[src/rtl/udp_tx_sched.sv]
// -----------------------------------------------------------------------------
// udp_tx_sched
//   Frame scheduler for the UDP transmit engine. It watches the read-side fill
//   level of the AD-sample FIFO and decides when to launch a frame and how many
//   payload bytes it carries. A full frame of PKT_BYTES goes out as soon as the
//   level reaches threshold. Residual sub-threshold data is flushed as a
//   partial frame after FLUSH_CYCLES of non-empty waiting. After udp_tx reports
//   tx_done, or the watchdog expires, an inter-frame gap is enforced.
//
// Ports
//   clk          in   system clock (GMII TX domain)
//   rst_n        in   asynchronous reset, active low
//   enable       in   level-sensitive scheduling enable
//   fifo_rd_cnt  in   FIFO read-side fill level in bytes
//   tx_done      in   one-cycle frame-complete pulse from udp_tx
//   tx_start_en  out  frame start request, held START_HOLD cycles
//   tx_byte_num  out  payload byte count of the launched frame
//   busy         out  high while in START, BUSY or GAP
//   frame_cnt    out  frames completed with tx_done (wrapping)
//   timeout_err  out  one-cycle pulse when the tx_done watchdog expires
// -----------------------------------------------------------------------------
module udp_tx_sched #(
    parameter int unsigned PKT_BYTES    = 1024,
    parameter int unsigned LVL_W        = 11,
    parameter int unsigned START_HOLD   = 4,
    parameter int unsigned IFG_CYCLES   = 16,
    parameter int unsigned FLUSH_CYCLES = 125000,
    parameter int unsigned DONE_TIMEOUT = 65535
) (
    input  logic             clk,
    input  logic             rst_n,
    input  logic             enable,
    input  logic [LVL_W-1:0] fifo_rd_cnt,
    input  logic             tx_done,
    output logic             tx_start_en,
    output logic [15:0]      tx_byte_num,
    output logic             busy,
    output logic [15:0]      frame_cnt,
    output logic             timeout_err
);

    localparam int unsigned HoldW  = $clog2(START_HOLD + 1);
    localparam int unsigned GapW   = $clog2(IFG_CYCLES + 1);
    localparam int unsigned FlushW = $clog2(FLUSH_CYCLES + 1);
    localparam int unsigned WdW    = $clog2(DONE_TIMEOUT + 1);

    localparam logic [LVL_W-1:0]  PktLvl    = LVL_W'(PKT_BYTES);
    localparam logic [15:0]       PktNum    = 16'(PKT_BYTES);
    localparam logic [HoldW-1:0]  HoldLast  = HoldW'(START_HOLD - 1);
    localparam logic [GapW-1:0]   GapLast   = GapW'(IFG_CYCLES - 1);
    localparam logic [FlushW-1:0] FlushLast = FlushW'(FLUSH_CYCLES - 1);
    localparam logic [WdW-1:0]    WdLast    = WdW'(DONE_TIMEOUT - 1);

    typedef enum logic [4:0] {
        StIdle     = 5'b00001,
        StWaitData = 5'b00010,
        StStart    = 5'b00100,
        StBusy     = 5'b01000,
        StGap      = 5'b10000
    } state_e;

    state_e            state_q;
    logic [HoldW-1:0]  hold_cnt_q;
    logic [GapW-1:0]   gap_cnt_q;
    logic [FlushW-1:0] flush_cnt_q;
    logic [WdW-1:0]    wd_cnt_q;

    // All outputs are registered and updated together with the state so that
    // tx_start_en, busy and tx_byte_num change on the same edge as the state.
    always_ff @(posedge clk or negedge rst_n) begin
        if (!rst_n) begin
            state_q     <= StIdle;
            hold_cnt_q  <= '0;
            gap_cnt_q   <= '0;
            flush_cnt_q <= '0;
            wd_cnt_q    <= '0;
            tx_start_en <= 1'b0;
            tx_byte_num <= '0;
            busy        <= 1'b0;
            frame_cnt   <= '0;
            timeout_err <= 1'b0;
        end else begin
            timeout_err <= 1'b0;
            unique case (state_q)
                StIdle: begin
                    if (enable) begin
                        state_q     <= StWaitData;
                        flush_cnt_q <= '0;
                    end
                end

                StWaitData: begin
                    if (!enable) begin
                        state_q <= StIdle;
                    end else if (fifo_rd_cnt >= PktLvl) begin
                        tx_byte_num <= PktNum;
                        state_q     <= StStart;
                        tx_start_en <= 1'b1;
                        busy        <= 1'b1;
                        hold_cnt_q  <= '0;
                    end else if (fifo_rd_cnt == '0) begin
                        // An empty FIFO restarts the flush timeout.
                        flush_cnt_q <= '0;
                    end else if (flush_cnt_q == FlushLast) begin
                        // Non-zero level guarantees no zero-length launch.
                        tx_byte_num <= 16'(fifo_rd_cnt);
                        flush_cnt_q <= '0;
                        state_q     <= StStart;
                        tx_start_en <= 1'b1;
                        busy        <= 1'b1;
                        hold_cnt_q  <= '0;
                    end else begin
                        flush_cnt_q <= flush_cnt_q + FlushW'(1);
                    end
                end

                StStart: begin
                    if (hold_cnt_q == HoldLast) begin
                        state_q     <= StBusy;
                        tx_start_en <= 1'b0;
                        wd_cnt_q    <= '0;
                    end else begin
                        hold_cnt_q <= hold_cnt_q + HoldW'(1);
                    end
                end

                StBusy: begin
                    // tx_done wins over a coincident watchdog expiry.
                    if (tx_done) begin
                        frame_cnt <= frame_cnt + 16'd1;
                        state_q   <= StGap;
                        gap_cnt_q <= '0;
                    end else if (wd_cnt_q == WdLast) begin
                        timeout_err <= 1'b1;
                        state_q     <= StGap;
                        gap_cnt_q   <= '0;
                    end else begin
                        wd_cnt_q <= wd_cnt_q + WdW'(1);
                    end
                end

                StGap: begin
                    if (gap_cnt_q == GapLast) begin
                        busy <= 1'b0;
                        if (enable) begin
                            state_q     <= StWaitData;
                            flush_cnt_q <= '0;
                        end else begin
                            state_q <= StIdle;
                        end
                    end else begin
                        gap_cnt_q <= gap_cnt_q + GapW'(1);
                    end
                end

                default: begin
                    state_q     <= StIdle;
                    tx_start_en <= 1'b0;
                    busy        <= 1'b0;
                end
            endcase
        end
    end

endmodule

[config.mk]
export PLATFORM = sky130hd
export DESIGN_NAME = udp_tx_sched
export DESIGN_NICKNAME = d
export VERILOG_FILES = /design/src/rtl/udp_tx_sched.sv
export SDC_FILE = /design/constraint.sdc
export NUM_CORES = 1
export LEC_CHECK = 0
export ABC_AREA = 1
export CAP_MARGIN = 40
export CORE_AREA = 4 4 113 115
export CTS_CLUSTER_SIZE = 14
export DETAILED_ROUTE_END_ITERATION = 10
export DIE_AREA = 0 0 117 119
export MAX_ROUTING_LAYER = met4
export SYNTH_ARGS = -nofsm -noshare
export SYNTH_HDL_FRONTEND = slang
export SYNTH_SLANG_ARGS = --single-unit
export TNS_END_PERCENT = 20
[constraint.sdc]
create_clock -name clk -period 1.95 [get_ports clk]
set_input_delay 0.2925 -clock clk [delete_from_list [all_inputs] [get_ports clk]]
set_output_delay 0.2925 -clock clk [all_outputs]
set_load 0.01 [all_outputs]
* Word level (Yosys, flattened, before mapping)
Cells that the tools add are included.
Widths: inputs -> output; s select.
** Operators by class
- Add/subtract/negate cells :: 5
- Equal/unequal tests :: 24
- Reduce and logical (&&, ||, !) cells :: 17
- Divide/modulo/power cells :: 0
- Muxes and demuxes :: 46
- Bitwise logic cells :: 2
- Multipliers :: 0
- Magnitude comparators :: 1
- Shift-type cells :: 0
** Operators with widths (number)
- $mux 17 :: 6
- $mux 16 :: 6
- $mux 5 :: 12
- $pmux 17 s3 :: 1
- $add 16x1->16 const B :: 2
- $pmux 16 s2 :: 1
- $pmux 5 s5 :: 1
- $ne 2x2->1 const B :: 10
- $add 17x1->17 const B :: 1
- $eq 17x17->1 const B :: 1
- $eq 16x16->1 const B :: 1
- $mux 3 :: 5
- $reduce_and 5->1 :: 3
- $reduce_and 4->1 :: 3
- $ge 11x11->1 const B :: 1
- $logic_not 11->1 :: 1
- $eq 5x4->1 const B :: 2
- $pmux 5 s2 :: 1
- $mux 1 :: 9
- $ne 3x3->1 const B :: 3
- $ne 4x4->1 const B :: 2
- $reduce_bool 2->1 :: 4
- $pmux 1 s3 :: 2
- $pmux 3 s2 :: 1
- other kinds (14) :: 16
** Word-level totals
- ROM bits :: 0
- Memories kept :: 0
- Bits in writable memories :: 0
- Register bits :: 81
- Logic and storage cells :: 105
- Output and inout port bits :: 35
- Bits in latches :: 0
- Bits of input ports :: 15

* Logic depth before layout (Yosys ltp)
Gate-level depths: netlist (run 1).
- Depth after elaboration :: 6
- Mapped depth :: 13
- Depth with buffers taken out :: 12

* Worst setup path after synthesis (run 1)
Ideal clock, no wire load.
- Kind :: reg2reg
- Start point :: register gap_cnt_q[0]
- End point :: register flush_cnt_q[7]
- Path buffers :: 2
- Library setup time :: 0.121 ns
- Arrival time :: 1.658 ns
- Period minus slack after synthesis :: 1.778 ns
- Required time :: 1.829 ns
- Stages on the path, launching flop included :: 13
- Path slack :: 0.172 ns
- Cells stage by stage :: dfrtp_1 > ha_1 > nand2_1 > nor2_1 > ha_1 > inv_1 > nand4_1 > nand3_1 > nor2_4 > buf_6 > buf_6 > nand3_1 > o21ai_1
** On the way
- Cells in the longest elaborated chain, start to end :: 3
** RTL lines
- from (decl) :: line 64 : logic [GapW-1:0] gap_cnt_q;
- from (signal assigned) :: line 152 : gap_cnt_q <= gap_cnt_q + GapW'(1);
- $eq 5x4->1 :: line 143 : if (gap_cnt_q == GapLast) begin
- $ne 2x2->1 (no line)
- $reduce_and 4->1 (no line)
- to (signal assigned) :: line 113 : flush_cnt_q <= flush_cnt_q + FlushW'(1);
- to (decl) :: line 65 : logic [FlushW-1:0] flush_cnt_q;
No other way between the ends.
A chain may end at the register's enable or synchronous reset.

* Worst setup path after layout (run 1)
- Start point :: register gap_cnt_q[1]
- End point :: register flush_cnt_q[11]
The elaborated chain is that of the path after synthesis.

==> results of run 1 <==
## area by class of cell
| class | instances | area share, % |
|---|---|---|
| Clock buffer | 9 | 3.95 |
| Clock inverter | 7 | 2.15 |
| Inverter | 85 | 5.62 |
| Multi-Input combinational cell | 469 | 41.2 |
| Sequential cell | 76 | 33.4 |
| Tap cell | 147 | 3.23 |
| Timing Repair Buffer | 63 | 10.5 |
## worst max-delay path by stage
stage	startpoint	to	cells past startpoint
6_report	gap_cnt_q[1]	flush_cnt_q[11]	12
5_1_grt	gap_cnt_q[1]	flush_cnt_q[13]	13
4_1_cts	gap_cnt_q[0]	flush_cnt_q[13]	13
3_5_place_dp	enable	tx_byte_num[4]	5
3_3_place_gp	fifo_rd_cnt[10]	flush_cnt_q[14]	9
2_1_floorplan	gap_cnt_q[0]	flush_cnt_q[7]	12
## per-stage QoR
stage          std cells  utilization (%)  instance area (µm²)
5_1_grt              856             48.3                 5700
3_5_place_dp         836             44.7                 5280
2_1_floorplan        646                -                 4660
4_1_cts              853             47.8                 5640
6_report             856             48.3                 5700
3_3_place_gp         836             44.7                 5280
## cell usage after synthesis
library cell / count
o31ai_1: 1
nor4_1: 1
or2_2: 1
inv_2: 10
o21bai_1: 1
nand2_2: 6
dfstp_2: 1
o21ai_0: 18
clkinv_1: 1
ha_1: 8
nand3_4: 1
nor2_1: 77
clkinv_2: 1
nor3_4: 1
nand2_4: 1
nor3_1: 10
nor2_2: 6
nand3_1: 56
nor2_4: 4
nand4_1: 25
buf_6: 5
xnor2_1: 4
nand3_2: 2
conb_1: 1
o21ai_1: 15
nor3_2: 3
and2_1: 1
dfrtp_1: 75
o21ai_2: 1
inv_1: 73
buf_2: 5
nand2_1: 192
xor2_1: 25
a21oi_1: 3
buf_4: 6
and3_1: 1
## sequential cells by signal, summed over array words and instances (netlist names)
| name | cells |
|---|---|
| tx_start_en | 1 |
| busy | 1 |
| wd_cnt_q | 16 |
| hold_cnt_q | 3 |
| frame_cnt | 16 |
| timeout_err | 1 |
| state_q | 5 |
| tx_byte_num | 11 |
| flush_cnt_q | 17 |
| gap_cnt_q | 5 |
## power by group
part	switching (mW)	leakage [nW]	total (mW)	internal, mW
logic	0.823	1.61	1.47	0.648
clock network	0.690	0.163	1.95	1.26
registers	0.208	1.01	1.99	1.79
total	1.72	2.79	5.41	3.69
## routing by layer
layer / vias to the layer above / global-route usage, % / part of all wire, %
met5: - / - / 0
met4: 0 / 4.95 / 1.1
met3: 16 / 4.67 / 5.7
met2: 113 / 26.2 / 48
met1: 1925 / 20.5 / 45
li1: 2138 / - / -
## timing repair
action                                  4_1_cts  5_1_grt
resized for setup                             0        8
hold buffers                                  1        0
setup buffers                                 0        3
endpoints found under the setup margin        0       12
hold endpoints to repair                     28        0
## cell families after synthesis
family | synth area share, %
adder cells (fa/ha/maj) | 2.15
other | 0.0807
buffers and inverters | 9.61
AO/OA/AOI/OAI | 4.39
AND/OR/NAND/NOR | 37.4
XOR/XNOR | 5.46
flip-flops | 40.9
==> load_flow_metrics.sql, run 1 <==
INSERT INTO impl_metrics (metric_group, metric, value, unit) VALUES
('status', 'run_status', 'completed', ''),
('detailed_routing', 'drtPass1Iterations', '5', ''),
('final_layout', 'num_antenna_cells', '0', ''),
('clocking', 'htreeDepth', '3', ''),
('critical_path', 'worstReg2RegEnd', 'flush_cnt_q[11]', ''),
('global_route', 'gr_overflow_total', '0', ''),
('die', 'top_ports', '50', ''),
('pwr', 'power_leakage', '2.79', 'nW'),
('detailed_routing', 'vias', '4192', ''),
('critical_path', 'crit-reg2reg-launch', 'gap_cnt_q[1]', ''),
('detailed_routing', 'final_wl', '10700', 'µm'),
('detailed_routing', 'postRouteAntennaNets', '0', ''),
('logic_synthesis', 'part_of_the_yosys_area_used_for_sequential_elements', '40.9', '%'),
('final_layout', 'layout.area.seq', '1900', 'µm²'),
('logic_synthesis', 'yosys_register_bits', '76', ''),
('critical_path', 'slowest_stage', 'dfrtp_1', ''),
('global_route', 'grt_first_pass_wirelength', '18200', 'µm'),
('die', 'floorplan.die.width', '117', 'µm'),
('clocking', 'cts_buffers', '9', ''),
('die', 'initial_core_util', '39.4', '%'),
('final_layout', 'final_layout_size_suffix_gt1_share', '11.0', '%'),
('critical_path', 'worstPathCellList', 'ha_2, nand2_1, nor2_2, ha_1, inv_1, nand4_1, nand3_2, nor2_4, buf_4, buf_4, nand4_1, nand2_1', ''),
('timing', 'fmax', '540', 'MHz'),
('logic_synthesis', 'post_synth_inst_count', '642', ''),
('logic_synthesis', 'netlist-cell-type-count', '36', ''),
('critical_path', 'timing.critical_path.fanout_max', '5', ''),
('final_layout', 'final.fill_count', '1158', ''),
('pwr', 'post-layout-total-power', '5.41', 'mW'),
('die', 'die_height', '119', 'µm'),
('clocking', 'number_of_buffers_on_the_longest_clock_path', '2', ''),
('die', 'fp-row-count', '40', ''),
('clocking', 'cts_tree', 'yes', ''),
('logic_synthesis', 'syn_area', '4650', 'µm²'),
('timing', 'postLayoutSetupSlackWorst', '0.0966', 'ns'),
('clocking', 'worst_setup_hold_path_clk_slew', '0.06', 'ns'),
('pwr', 'vdd_drop_max', '0.000616', 'V'),
('clocking', 'clock_latency_late_sink', '0.34', 'ns'),
('logic_synthesis', 'synth_top_area_cell', 'dfrtp_1', ''),
('timing', 'fin_crit', '1.85', 'ns'),
('timing', 'finalSetupTns', '0', 'ns'),
('global_route', 'first_global_vias', '4033', ''),
('critical_path', 'worst_setup_path_start_kind', 'flop', ''),
('global_route', 'grt_use_total', '16.5', '%'),
('timing', 'finalCritPeriodShare', '95.0', '%'),
('final_layout', 'nNetsFinal', '727', ''),
('detailed_routing', 'routed_via_density', '4.90', ''),
('critical_path', 'worstSetupEndpointType', 'flop', ''),
('critical_path', 'worst-setup-path-type', 'reg -> reg', ''),
('timing', 'report.final.setup_viol', '0', ''),
('critical_path', 'minimum_setup_slack_among_reg_to_reg_paths', '0.1', 'ns'),
('pwr', 'power_density', '949', 'nW/µm²'),
('job', 'maxcap_viol_count', '0', ''),
('logic_synthesis', 'synthDominantCellAreaShare', '40.4', '%'),
('logic_synthesis', 'synth_top_cells_by_area', 'dfrtp_1 40%, nand2_1 16%, nor2_1 6.2%', ''),
('global_route', 'grt_antenna_before_repair', '0', ''),
('final_layout', 'multiInputGateArea', '2350', 'µm²'),
('global_route', 'maximum_number_of_pins_on_one_net_before_global_route_repair', '32', ''),
('final_layout', 'layout.cells.most_common_list', '192 x nand2_1, 75 x nor2_1, 75 x dfrtp_1', ''),
('clocking', 'clkSinkCount', '76', ''),
('die', 'fp.dieArea', '13900', 'µm²'),
('detailed_routing', 'drc_errors', '0', ''),
('place', 'numPortBuffers', '44', ''),
('place', 'hpwl_after_detailed_placement', '7850', 'µm'),
('detailed_routing', 'detailed_route_iter0_violations', '229', ''),
('critical_path', 'timing.critical_path.max_delay_family', 'simple AND/OR/NAND/NOR gates', ''),
('die', 'core_region_area', '11800', 'µm²'),
('timing', 'rsz0062_at_grt', 'yes', ''),
('timing', 'slew_violations', '0', ''),
('critical_path', 'cp_data_required_time', '2.23', 'ns'),
('critical_path', 'r2r.worst_path.cells', '12', ''),
('timing', 'finalClockSkew', '0.00476', 'ns');
Power figures use the tool's default switching activity.
==> inputs of run 2 (changes only) <==
--- a/config.mk
+++ b/config.mk
@@ -5,13 +5,13 @@
 export SDC_FILE = /design/constraint.sdc
 export NUM_CORES = 1
 export LEC_CHECK = 0
-export ABC_AREA = 1
 export CAP_MARGIN = 40
-export CORE_AREA = 4 4 113 115
+export CORE_AREA = 4 4 117 97
 export CTS_CLUSTER_SIZE = 14
 export DETAILED_ROUTE_END_ITERATION = 10
-export DIE_AREA = 0 0 117 119
+export DIE_AREA = 0 0 121 101
 export MAX_ROUTING_LAYER = met4
+export SKIP_CTS_REPAIR_TIMING = 1
 export SYNTH_ARGS = -nofsm -noshare
 export SYNTH_HDL_FRONTEND = slang
 export SYNTH_SLANG_ARGS = --single-unit
==> run 2 against run 1 <==
Compared with the run above:
- the flow now finishes with violations (setup timing)
- clock skew rose by 0.0023 ns
- sequential share of layout area down 1.2 points
- sequential power down 5%
- global-route usage rose by 1.1 points
- cell count down 19%
- register-to-register slack got worse by 0.32 ns
- worst hold slack improved by 0.036 ns
- utilization grew 10 points
- largest cell class unchanged
==> load_flow_metrics.sql, run 2 <==
INSERT INTO impl_metrics (metric_group, metric, value, unit) VALUES
('die', 'fp-row-count', '33', ''),
('die', 'floorplan.die.width', '121', 'µm'),
('logic_synthesis', 'synth_enable_flop_cells', '0', ''),
('global_route', 'grt_antenna_before_repair', '0', ''),
('critical_path', 'timing.critical_path.fanout_max', '8', ''),
('place', 'number_of_placed_instances_taps_included', '663', ''),
('final_layout', 'num_antenna_cells', '0', ''),
('clocking', 'htreeDepth', '3', ''),
('logic_synthesis', 'netlist-cell-type-count', '56', ''),
('logic_synthesis', 'synth_common_cells', '75 x dfrtp_1, 31 x nand2_1, 29 x nor2_1, 19 x nand3_1', ''),
('global_route', 'grt_first_pass_wirelength', '16800', 'µm'),
('logic_synthesis', 'post_synth_inst_count', '406', ''),
('final_layout', 'largest_register_ff_count', '17', ''),
('final_layout', 'flow.area_growth_from_synthesis', '48.4', '%'),
('status', 'run_status', 'finished, violations left', ''),
('timing', 'fmax', '460', 'MHz'),
('final_layout', 'largestRegisters', 'flush_cnt_q x17, frame_cnt x16, wd_cnt_q x16', ''),
('final_layout', 'post_layout_nonfiller_instances', '694', ''),
('timing', 'finalHoldViolCount', '0', ''),
('place', 'final_weighted_congestion_in_routability_driven_placement', '0.869', ''),
('logic_synthesis', 'part_of_the_yosys_area_used_for_sequential_elements', '47.7', '%'),
('final_layout', 'nNetsFinal', '572', ''),
('logic_synthesis', 'yosys_warnings', '0', ''),
('timing', 'fin_crit', '2.18', 'ns'),
('critical_path', 'worst_setup_path_start_kind', 'flop', ''),
('detailed_routing', 'drtPass1Iterations', '6', ''),
('timing', 'rsz0062_at_grt', 'yes', ''),
('logic_synthesis', 'synth_flop_cell', 'dfrtp_1', ''),
('detailed_routing', 'vias', '3717', ''),
('final_layout', 'layout.cells.most_common_list', '89 x buf_4, 74 x dfrtp_1, 43 x clkdlybuf4s50_1', ''),
('clocking', 'cts_tree', 'yes', ''),
('clocking', 'worst_setup_hold_path_clk_slew', '0.06', 'ns'),
('timing', 'finalClockSkew', '0.00707', 'ns'),
('final_layout', 'most_frequent_standard_cell_in_the_layout_excluding_fill_and_tap_cells', 'buf_4', ''),
('pwr', 'vdd_drop_max', '0.000494', 'V'),
('critical_path', 'data_arrival_at_the_endpoint_of_the_critical_path', '2.44', 'ns'),
('critical_path', 'worstReg2RegEnd', 'wd_cnt_q[14]', ''),
('logic_synthesis', 'yosys_register_bits', '76', ''),
('global_route', 'grt_use_total', '17.7', '%'),
('worst_hold_path', 'worstHoldPathType', 'reg -> reg', ''),
('clocking', 'ctsRootBufferMaster', 'clkbuf_16', ''),
('critical_path', 'cp_data_required_time', '2.22', 'ns'),
('place', 'detailedPlace.worstSlack', '-0.535', 'ns'),
('place', 'hpwl_after_detailed_placement', '7510', 'µm'),
('clocking', 'cts_buffers', '9', ''),
('worst_hold_path', 'worst_hold_path_startpoint', 'frame_cnt[15]', ''),
('final_layout', 'largest-register', 'flush_cnt_q', ''),
('final_layout', 'final.fill_count', '861', ''),
('critical_path', 'minimum_setup_slack_among_reg_to_reg_paths', '-0.23', 'ns'),
('global_route', 'maximum_number_of_pins_on_one_net_before_global_route_repair', '42', ''),
('detailed_routing', 'final_wl', '10800', 'µm'),
('logic_synthesis', 'average_cell_area_after_synthesis', '9.82', 'µm²'),
('logic_synthesis', 'syn_area', '3990', 'µm²'),
('pwr', 'power_density', '917', 'nW/µm²'),
('logic_synthesis', 'synth_top_cells_by_area', 'dfrtp_1 47%, xor2_1 4.0%, a22o_1 3.3%', ''),
('critical_path', 'worstSetupEndpointType', 'flop', ''),
('die', 'fp.dieArea', '12200', 'µm²'),
('global_route', 'first_global_vias', '3509', ''),
('die', 'top_ports', '50', ''),
('timing', 'postLayoutSetupSlackWorst', '-0.226', 'ns'),
('status', 'failed_checks', 'setup timing', ''),
('critical_path', 'critical_path_start', 'state_q[3]', ''),
('pwr', 'power_leakage', '2.64', 'nW'),
('die', 'initial_core_util', '39.4', '%'),
('logic_synthesis', 'synth_most_common_cell', 'dfrtp_1', ''),
('logic_synthesis', 'synth_top_area_cell', 'dfrtp_1', ''),
('critical_path', 'crit_path_end', 'wd_cnt_q[14]', ''),
('global_route', 'gr_overflow_total', '0', ''),
('final_layout', 'final_layout_size_suffix_gt1_share', '32.3', '%'),
('job', 'maxcap_viol_count', '0', ''),
('place', 'numPortBuffers', '44', ''),
('die', 'core_region_area', '10100', 'µm²'),
('clocking', 'clock_latency_late_sink', '0.33', 'ns'),
('detailed_routing', 'postRouteAntennaNets', '0', ''),
('timing', 'slew_violations', '0', ''),
('critical_path', 'worst-setup-path-type', 'reg -> reg', ''),
('critical_path', 'crit-reg2reg-launch', 'state_q[3]', ''),
('critical_path', 'r2r.worst_path.cells', '5', ''),
('final_layout', 'finalCoreUtilization', '58.5', '%'),
('logic_synthesis', 'synth_async_sr_flop_share', '100', '%'),
('logic_synthesis', 'synthDominantCellAreaShare', '47.1', '%'),
('detailed_routing', 'route.detailed.wl_per_inst', '15.5', 'µm'),
('detailed_routing', 'drc_errors', '0', ''),
('detailed_routing', 'detailed_route_iter0_violations', '209', ''),
('timing', 'relSlewSlack', '62.6', '%'),
('clocking', 'number_of_buffers_on_the_longest_clock_path', '2', ''),
('detailed_routing', 'routed_via_density', '5.36', ''),
('clocking', 'clkSinkCount', '76', ''),
('die', 'die_height', '101', 'µm'),
('timing', 'worst-slew-pin-transition', '0.561', 'ns'),
('timing', 'report.final.setup_viol', '38', ''),
('timing', 'finalCritPeriodShare', '112', '%');
==> run 2: cell types whose count changed in the layout (fill, tap and decap cells not counted), moves of 9 or more <==
cell	previous run	this run
nand2_1	192	30
nand3_1	55	18
o21ai_1	15	0
buf_4	17	89
a21oi_2	0	10
and3_1	1	12
a22o_1	0	15
inv_2	10	1
nor2_1	75	21
inv_1	73	14
nand4_1	25	12
==> run 2: kinds of logic (layout without fill, tap and decap cells) <==
family | Yosys count | count (layout) | synth area share [%]
xor+xnor | 25 | 25 | 5.49
compound gates | 90 | 91 | 15.6
simple gates | 169 | 170 | 23.3
mux | 5 | 5 | 1.32
flops | 76 | 76 | 47.7
other cells | 1 | 5 | 0.0940
buf+inv | 32 | 174 | 3.92
fa+ha+maj | 8 | 8 | 2.51
==> run 2: worst min-delay path by stage <==
| stage | endpoint | cells past startpoint |
|---|---|---|
| finish | frame_cnt[15] | 1 |
| global route | frame_cnt[6] | 1 |
| CTS | wd_cnt_q[8] | 1 |
| detailed placement | wd_cnt_q[8] | 1 |
| global placement | wd_cnt_q[8] | 1 |
| floorplan | busy | 0 |
==> run 2: final cells by class <==
type / count / area, µm² / area share, %
tap: 140 / 175 / 2.96
inverter: 15 / 56.3 / 0.951
multi-input combinational: 304 / 2270 / 38.4
clock buffer: 15 / 278 / 4.69
clock inverter: 1 / 5.00 / 0.0845
sequential: 76 / 1900 / 32.2
timing repair buffer: 143 / 1230 / 20.8
==> run 2: through the flow <==
step	hold slack (ns)	power (mW)	instance area [µm²]	setup TNS (ns)
after floorplan	-0.00309	2.75	4050	-2.83
after global placement	0.320	3.44	5210	-13.22
after detailed placement	0.321	3.49	5210	-14.02
after CTS	-0.0350	5.11	5490	-11.95
after global routing	0.510	5.71	5920	-6.35
final	0.467	5.43	5920	-3.08
==> run 2: report_power, final <==
group          switching (mW)  internal (mW)  total [mW]
registers               0.144           1.76        1.90
clock network           0.625          0.966        1.59
logic                   0.966          0.974        1.94
total                    1.73           3.70        5.43
==> run 2: worst max-delay path: stages, from the launching register on <==
cell     delay [ns]
dfrtp_2        0.41
or3b_4         0.40
or3_4          0.42
o21a_4         0.26
or4_1          0.49
a21oi_2        0.12
==> run 2: per-layer routing <==
| metal | share of wire, % | global-route usage, % | vias up |
|---|---|---|---|
| li1 | - | - | 1786 |
| met1 | 48 | 23.6 | 1864 |
| met2 | 48 | 27.2 | 58 |
| met3 | 2.9 | 4.10 | 9 |
| met4 | 1.0 | 4.62 | 0 |
| met5 | 0 | - | - |
